<file path="config.mk">
export PLATFORM = sky130hd
export DESIGN_NAME = uart_tx_arbiter
export DESIGN_NICKNAME = d
export VERILOG_FILES = /design/src/rtl/uart_tx_arbiter.sv
export SDC_FILE = /design/constraint.sdc
export NUM_CORES = 1
export LEC_CHECK = 0
export BUFFER_PORTS_ARGS = -buffer_cell sky130_fd_sc_hd__buf_2
export CORE_AREA = 2 2 65 67
export CTS_CLUSTER_SIZE = 8
export DETAILED_ROUTE_END_ITERATION = 8
export DIE_AREA = 0 0 67 69
export PLACE_DENSITY = 0.77
export SETUP_SLACK_MARGIN = 0.15
export SLEW_MARGIN = 40
export SYNTH_ARGS = -nofsm -noshare
export SYNTH_HDL_FRONTEND = slang
export SYNTH_SLANG_ARGS = --single-unit
export TNS_END_PERCENT = 20
</file>
<file path="constraint.sdc">
create_clock -name clk -period 4.91 [get_ports clk]
set_input_delay 0.7365 -clock clk [delete_from_list [all_inputs] [get_ports clk]]
set_output_delay 0.7365 -clock clk [all_outputs]
set_load 0.005 [all_outputs]
</file>
<file path="src/rtl/uart_tx_arbiter.sv">
// Round-robin arbiter sharing one UART transmitter among NREQ byte producers,
// with packet locking, start-pulse retry on missed handshake, and abort on dropped owners.
module uart_tx_arbiter #(
    parameter int unsigned NREQ        = 4,
    parameter int unsigned IDXW        = 2,
    parameter int unsigned ACK_TIMEOUT = 4
) (
    input  logic              clk,
    input  logic              rst,
    input  logic [NREQ-1:0]   req,
    input  logic [8*NREQ-1:0] data,
    input  logic [NREQ-1:0]   last,
    output logic [NREQ-1:0]   ack,
    output logic              abort,
    output logic [IDXW-1:0]   owner,
    output logic              busy,
    output logic [7:0]        tx_x,
    output logic              tx_start,
    input  logic              tx_ready
);

    localparam int unsigned     CNTW    = $clog2(ACK_TIMEOUT + 1);
    localparam logic [CNTW-1:0] CNT_MAX = CNTW'(ACK_TIMEOUT - 1);

    localparam logic [2:0] IDLE      = 3'd0;
    localparam logic [2:0] LOAD      = 3'd1;
    localparam logic [2:0] START     = 3'd2;
    localparam logic [2:0] WAIT_LOW  = 3'd3;
    localparam logic [2:0] WAIT_DONE = 3'd4;

    logic [2:0]      state_q, state_d;
    logic [IDXW-1:0] owner_q, owner_d;
    logic [IDXW-1:0] rr_q, rr_d;
    logic            lock_q, lock_d;
    logic [CNTW-1:0] cnt_q, cnt_d;
    logic [7:0]      tx_x_q, tx_x_d;
    logic [NREQ-1:0] ack_q, ack_d;
    logic            abort_q, abort_d;

    logic            win_found;
    logic [IDXW-1:0] win_idx;
    logic [IDXW-1:0] cand;
    logic [IDXW-1:0] owner_inc;

    // Walk upward from the rr pointer, wrapping at NREQ; first active request wins.
    always_comb begin
        win_found = 1'b0;
        win_idx   = rr_q;
        cand      = rr_q;
        for (int unsigned i = 0; i < NREQ; i++) begin
            cand = IDXW'((32'(rr_q) + i) % NREQ);
            if (!win_found && req[cand]) begin
                win_found = 1'b1;
                win_idx   = cand;
            end
        end
    end

    assign owner_inc = (32'(owner_q) == NREQ - 1) ? '0 : owner_q + 1'b1;

    always_comb begin
        state_d = state_q;
        owner_d = owner_q;
        rr_d    = rr_q;
        lock_d  = lock_q;
        cnt_d   = cnt_q;
        tx_x_d  = tx_x_q;
        ack_d   = '0;
        abort_d = 1'b0;
        case (state_q)
            IDLE: begin
                if (tx_ready && win_found) begin
                    owner_d = win_idx;
                    tx_x_d  = data[{win_idx, 3'b000} +: 8];
                    state_d = LOAD;
                end
            end
            LOAD: state_d = START;
            START: begin
                cnt_d   = '0;
                state_d = WAIT_LOW;
            end
            WAIT_LOW: begin
                if (!tx_ready) begin
                    ack_d[owner_q] = 1'b1;
                    lock_d         = ~last[owner_q];
                    state_d        = WAIT_DONE;
                end else if (cnt_q == CNT_MAX) begin
                    // Transmitter missed the pulse; fire it again without acking.
                    state_d = START;
                end else begin
                    cnt_d = cnt_q + 1'b1;
                end
            end
            WAIT_DONE: begin
                if (tx_ready) begin
                    if (lock_q && req[owner_q]) begin
                        tx_x_d  = data[{owner_q, 3'b000} +: 8];
                        state_d = LOAD;
                    end else begin
                        abort_d = lock_q;
                        lock_d  = 1'b0;
                        rr_d    = owner_inc;
                        state_d = IDLE;
                    end
                end
            end
            default: state_d = IDLE;
        endcase
    end

    always_ff @(posedge clk or negedge rst) begin
        if (!rst) begin
            state_q <= IDLE;
            owner_q <= '0;
            rr_q    <= '0;
            lock_q  <= 1'b0;
            cnt_q   <= '0;
            tx_x_q  <= 8'd0;
            ack_q   <= '0;
            abort_q <= 1'b0;
        end else begin
            state_q <= state_d;
            owner_q <= owner_d;
            rr_q    <= rr_d;
            lock_q  <= lock_d;
            cnt_q   <= cnt_d;
            tx_x_q  <= tx_x_d;
            ack_q   <= ack_d;
            abort_q <= abort_d;
        end
    end

    assign ack      = ack_q;
    assign abort    = abort_q;
    assign owner    = owner_q;
    assign busy     = (state_q != IDLE);
    assign tx_x     = tx_x_q;
    assign tx_start = (state_q == START);

endmodule

</file>
==> results.py <==
metrics = {
    "setup_path": {
        "cp-end-kind": "flip-flop",
        "crit_path_start_kind": "flip-flop",
        "r2r_cells": 5,
        "path_cells": "or3b_1, o211ai_2, o31a_1, mux2i_1, a211oi_1",
        "slowest_delay_ps": 600,
        "worstPathArrival_ps": 2390,
        "path_buf_inv": 0,
        "critPathTopFamily": "compound AO/OA/AOI/OAI gates",
        "crit_path_max_fanout": 12,
        "criticalPathCategory": "flip-flop to flip-flop",
        "cp_slowest_cell": "dfrtp_1",
        "worstPathRequired_ps": 5090,
        "crit_cells": 5,
    },
    "cts": {
        "clk_latency_ps": 270,
        "cts.sinks": 24,
        "clock_path_buffers": 2,
        "cts-buffers-inserted": 3,
        "cts_htree_levels": 1,
        "cts-root-buf": "clkbuf_8",
        "cts_tree": "built",
        "cts.repair.resized": 0,
        "ctsHoldBuffers": 0,
        "cts_setup_buffers": 0,
        "path_clk_slew_ps": 90,
    },
    "place": {
        "place_congestion": 0.797,
        "portBuffers": 59,
        "hpwl_mm": 3.05,
        "place_area_um2": 1970,
        "dp_cells": 270,
    },
    "routing": {
        "wirelength_mm": 3.96,
        "vias": 1507,
        "antenna_left": 0,
        "wire_per_inst_um": 14.5,
        "drt_first_pass_iters": 4,
        "drtIter0Drc": 103,
        "drc_errors": 0,
        "via_per_inst": 5.50,
    },
    "synth": {
        "yosysWarnings": 0,
        "synth_top_family_by_area": "compound AO/OA/AOI/OAI gates",
        "netlist_top_cells_area": "dfrtp_1 (35%), mux2i_1 (5.3%), ha_1 (4.4%)",
        "yosys.area_share.simple": 0.197,
        "yosysTopAreaCell": "dfrtp_1",
        "synth_fp_nets": 219,
        "async_reset_ff_frac": 1.00,
        "synthXorXnorAreaFrac": 0,
        "ys.flop_type": "dfrtp_1",
        "synth_fa_ha_area_frac": 0.0443,
        "syn-cell-area_um2": 1700,
        "synth_compound_area_frac": 0.241,
        "synth_edf_count": 0,
        "syn_avg_cell_area_um2": 9.97,
        "ys_seq_elements": 24,
        "ys_types": 49,
        "yosysSeqAreaShare": 0.354,
        "synth_cells": 170,
        "synth_mux_area_frac": 0.106,
        "synthDominantCellAreaShare": 0.354,
    },
    "floorplan": {
        "initial_core_util": 0.433,
        "io_pins": 60,
        "die_w_um": 67,
        "coreArea_um2": 3910,
        "die_h_um": 69,
        "dieArea_um2": 4620,
        "num_rows": 23,
    },
    "power_and_ir_drop": {
        "powerDensity_nw_per_um2": 472,
        "p_sw_frac": 0.411,
        "switching_power_uw": 394,
        "vdd_ir_drop_max_mv": 0.247,
        "leakage_nw": 0.991,
        "clockPowerShare": 0.141,
        "power.share.sequential": 0.380,
        "internal_power_uw": 564,
        "power_frac_comb": 0.478,
        "total_power_uw": 958,
    },
    "sta": {
        "worst_pin_slew_ps": 618,
        "fin_setup_tns_ps": 0,
        "rsz0062_at_grt": "false",
        "max_clock_freq_mhz": 452,
        "hold_viol_final": 0,
        "relSlewSlack": 0.585,
        "setup_viol": 0,
        "clock_skew_ps": 6.82,
        "period_share": 0.450,
        "fin_crit_ps": 2210,
        "drv_slew": 0,
    },
    "layout": {
        "register_area_um2": 601,
        "multi_input_area_um2": 997,
        "layout_commonest_cell": "buf_2",
        "final_layout_size_suffix_gt1_frac": 0.353,
        "insertedDiodeCount": 0,
        "layout.cells.non_filler": 274,
        "fin_area_um2": 2030,
        "final_cell_mix": "buf_2 (59), dfrtp_1 (24), nor2_1 (17)",
        "syn2layout_area_growth_pct": 19.7,
        "fin_nets": 274,
        "n_fill_cell": 364,
    },
    "global_routing": {
        "grt_pass1_wl_mm": 6.70,
        "antenna_found_initial": 0,
        "grt_pass1_vias": 1539,
        "grt_use_total": 0.180,
        "use_met1": 0.230,
        "grt_max_degree": 25,
        "met2_usage": 0.304,
        "grt_overflow": 0,
        "grt.busiest_layer": "met2",
        "met3_usage": 0.0375,
    },
    "outcome": {
        "status": "finished, final reports clean",
    },
    "hold_path": {
        "hold_class": "primary input to async pin",
    },
    "job": {
        "drv_cap": 0,
    },
}
logic make-up after synthesis:
kind of cell / after synthesis
adders and majority gates: 6
DFF: 24
AOI/OAI and AO/OA: 51
muxes: 15
and+or+nand+nor: 60
buffers and inverters: 14
cell usage after synthesis (3+ instances only):
| cell type | count |
|---|---|
| ha_1 | 6 |
| a21oi_1 | 5 |
| nor2b_1 | 3 |
| o21ai_0 | 6 |
| dfrtp_1 | 24 |
| and2_1 | 6 |
| nor2_1 | 17 |
| mux2i_1 | 9 |
| inv_1 | 5 |
| nand2_1 | 14 |
| a31oi_1 | 8 |
| a2111oi_0 | 8 |
| buf_6 | 4 |
| buf_4 | 4 |
| a211oi_1 | 8 |
layout make-up:
type,instances,share of cell area
inverter,5,0.00925
clock buffer,4,0.0271
multi-input combinational,132,0.491
timing repair buffer,59,0.145
sequential,24,0.296
tap,50,0.0308
power groups by stage:
| stage | clock network (mW) | logic [mW] | registers [mW] |
|---|---|---|---|
| final | 0.135 | 0.458 | 0.364 |
| after detailed placement | 0 | 0.463 | 0.367 |
| after CTS | 0.139 | 0.464 | 0.364 |
| after global placement | 0 | 0.451 | 0.363 |
| after floorplan | 0 | 0.374 | 0.331 |
| after global routing | 0.148 | 0.518 | 0.377 |
routing by layer:
metal  part of all wire  wire (um)  up-vias
met1               0.43       1700      709
met4             0.0078         31        0
li1                   -          -      746
met2               0.51       2030       48
met3              0.049        194        4
met5                  0          0        -
stage by stage:
step / setup slack (ps) / util / hold WS [ps]
finish: 2700 / 0.519 / 451
global route: 2550 / 0.519 / 493
CTS: 2710 / 0.519 / 477
detailed placement: 2430 / 0.504 / 486
global placement: 2480 / 0.504 / 481
floorplan: 2810 / - / 441
flip-flops by register name, indices dropped and copies added (netlist names):
name     flops
abort        1
ack          4
cnt_q        3
lock_q       1
owner        2
rr_q         2
state_q      3
tx_x         8
final timing paths:
path,from,endpoint,slack [ps]
min,rst,tx_x[3],450
min in group clk,cnt_q[2],cnt_q[2],500
max in group asynchronous,rst,rr_q[1],4080
max reg2reg,state_q[2],tx_x[3],2700
min reg2reg,cnt_q[2],cnt_q[2],500
max,state_q[2],tx_x[3],2700
worst register-to-register path: cells and delay by family, from the launching register on:
kind,cells,cell delay [ps]
mux,1,150
compound gates,3,870
flops,1,600
simple gates,1,520
(Power assumes the default switching activity.)
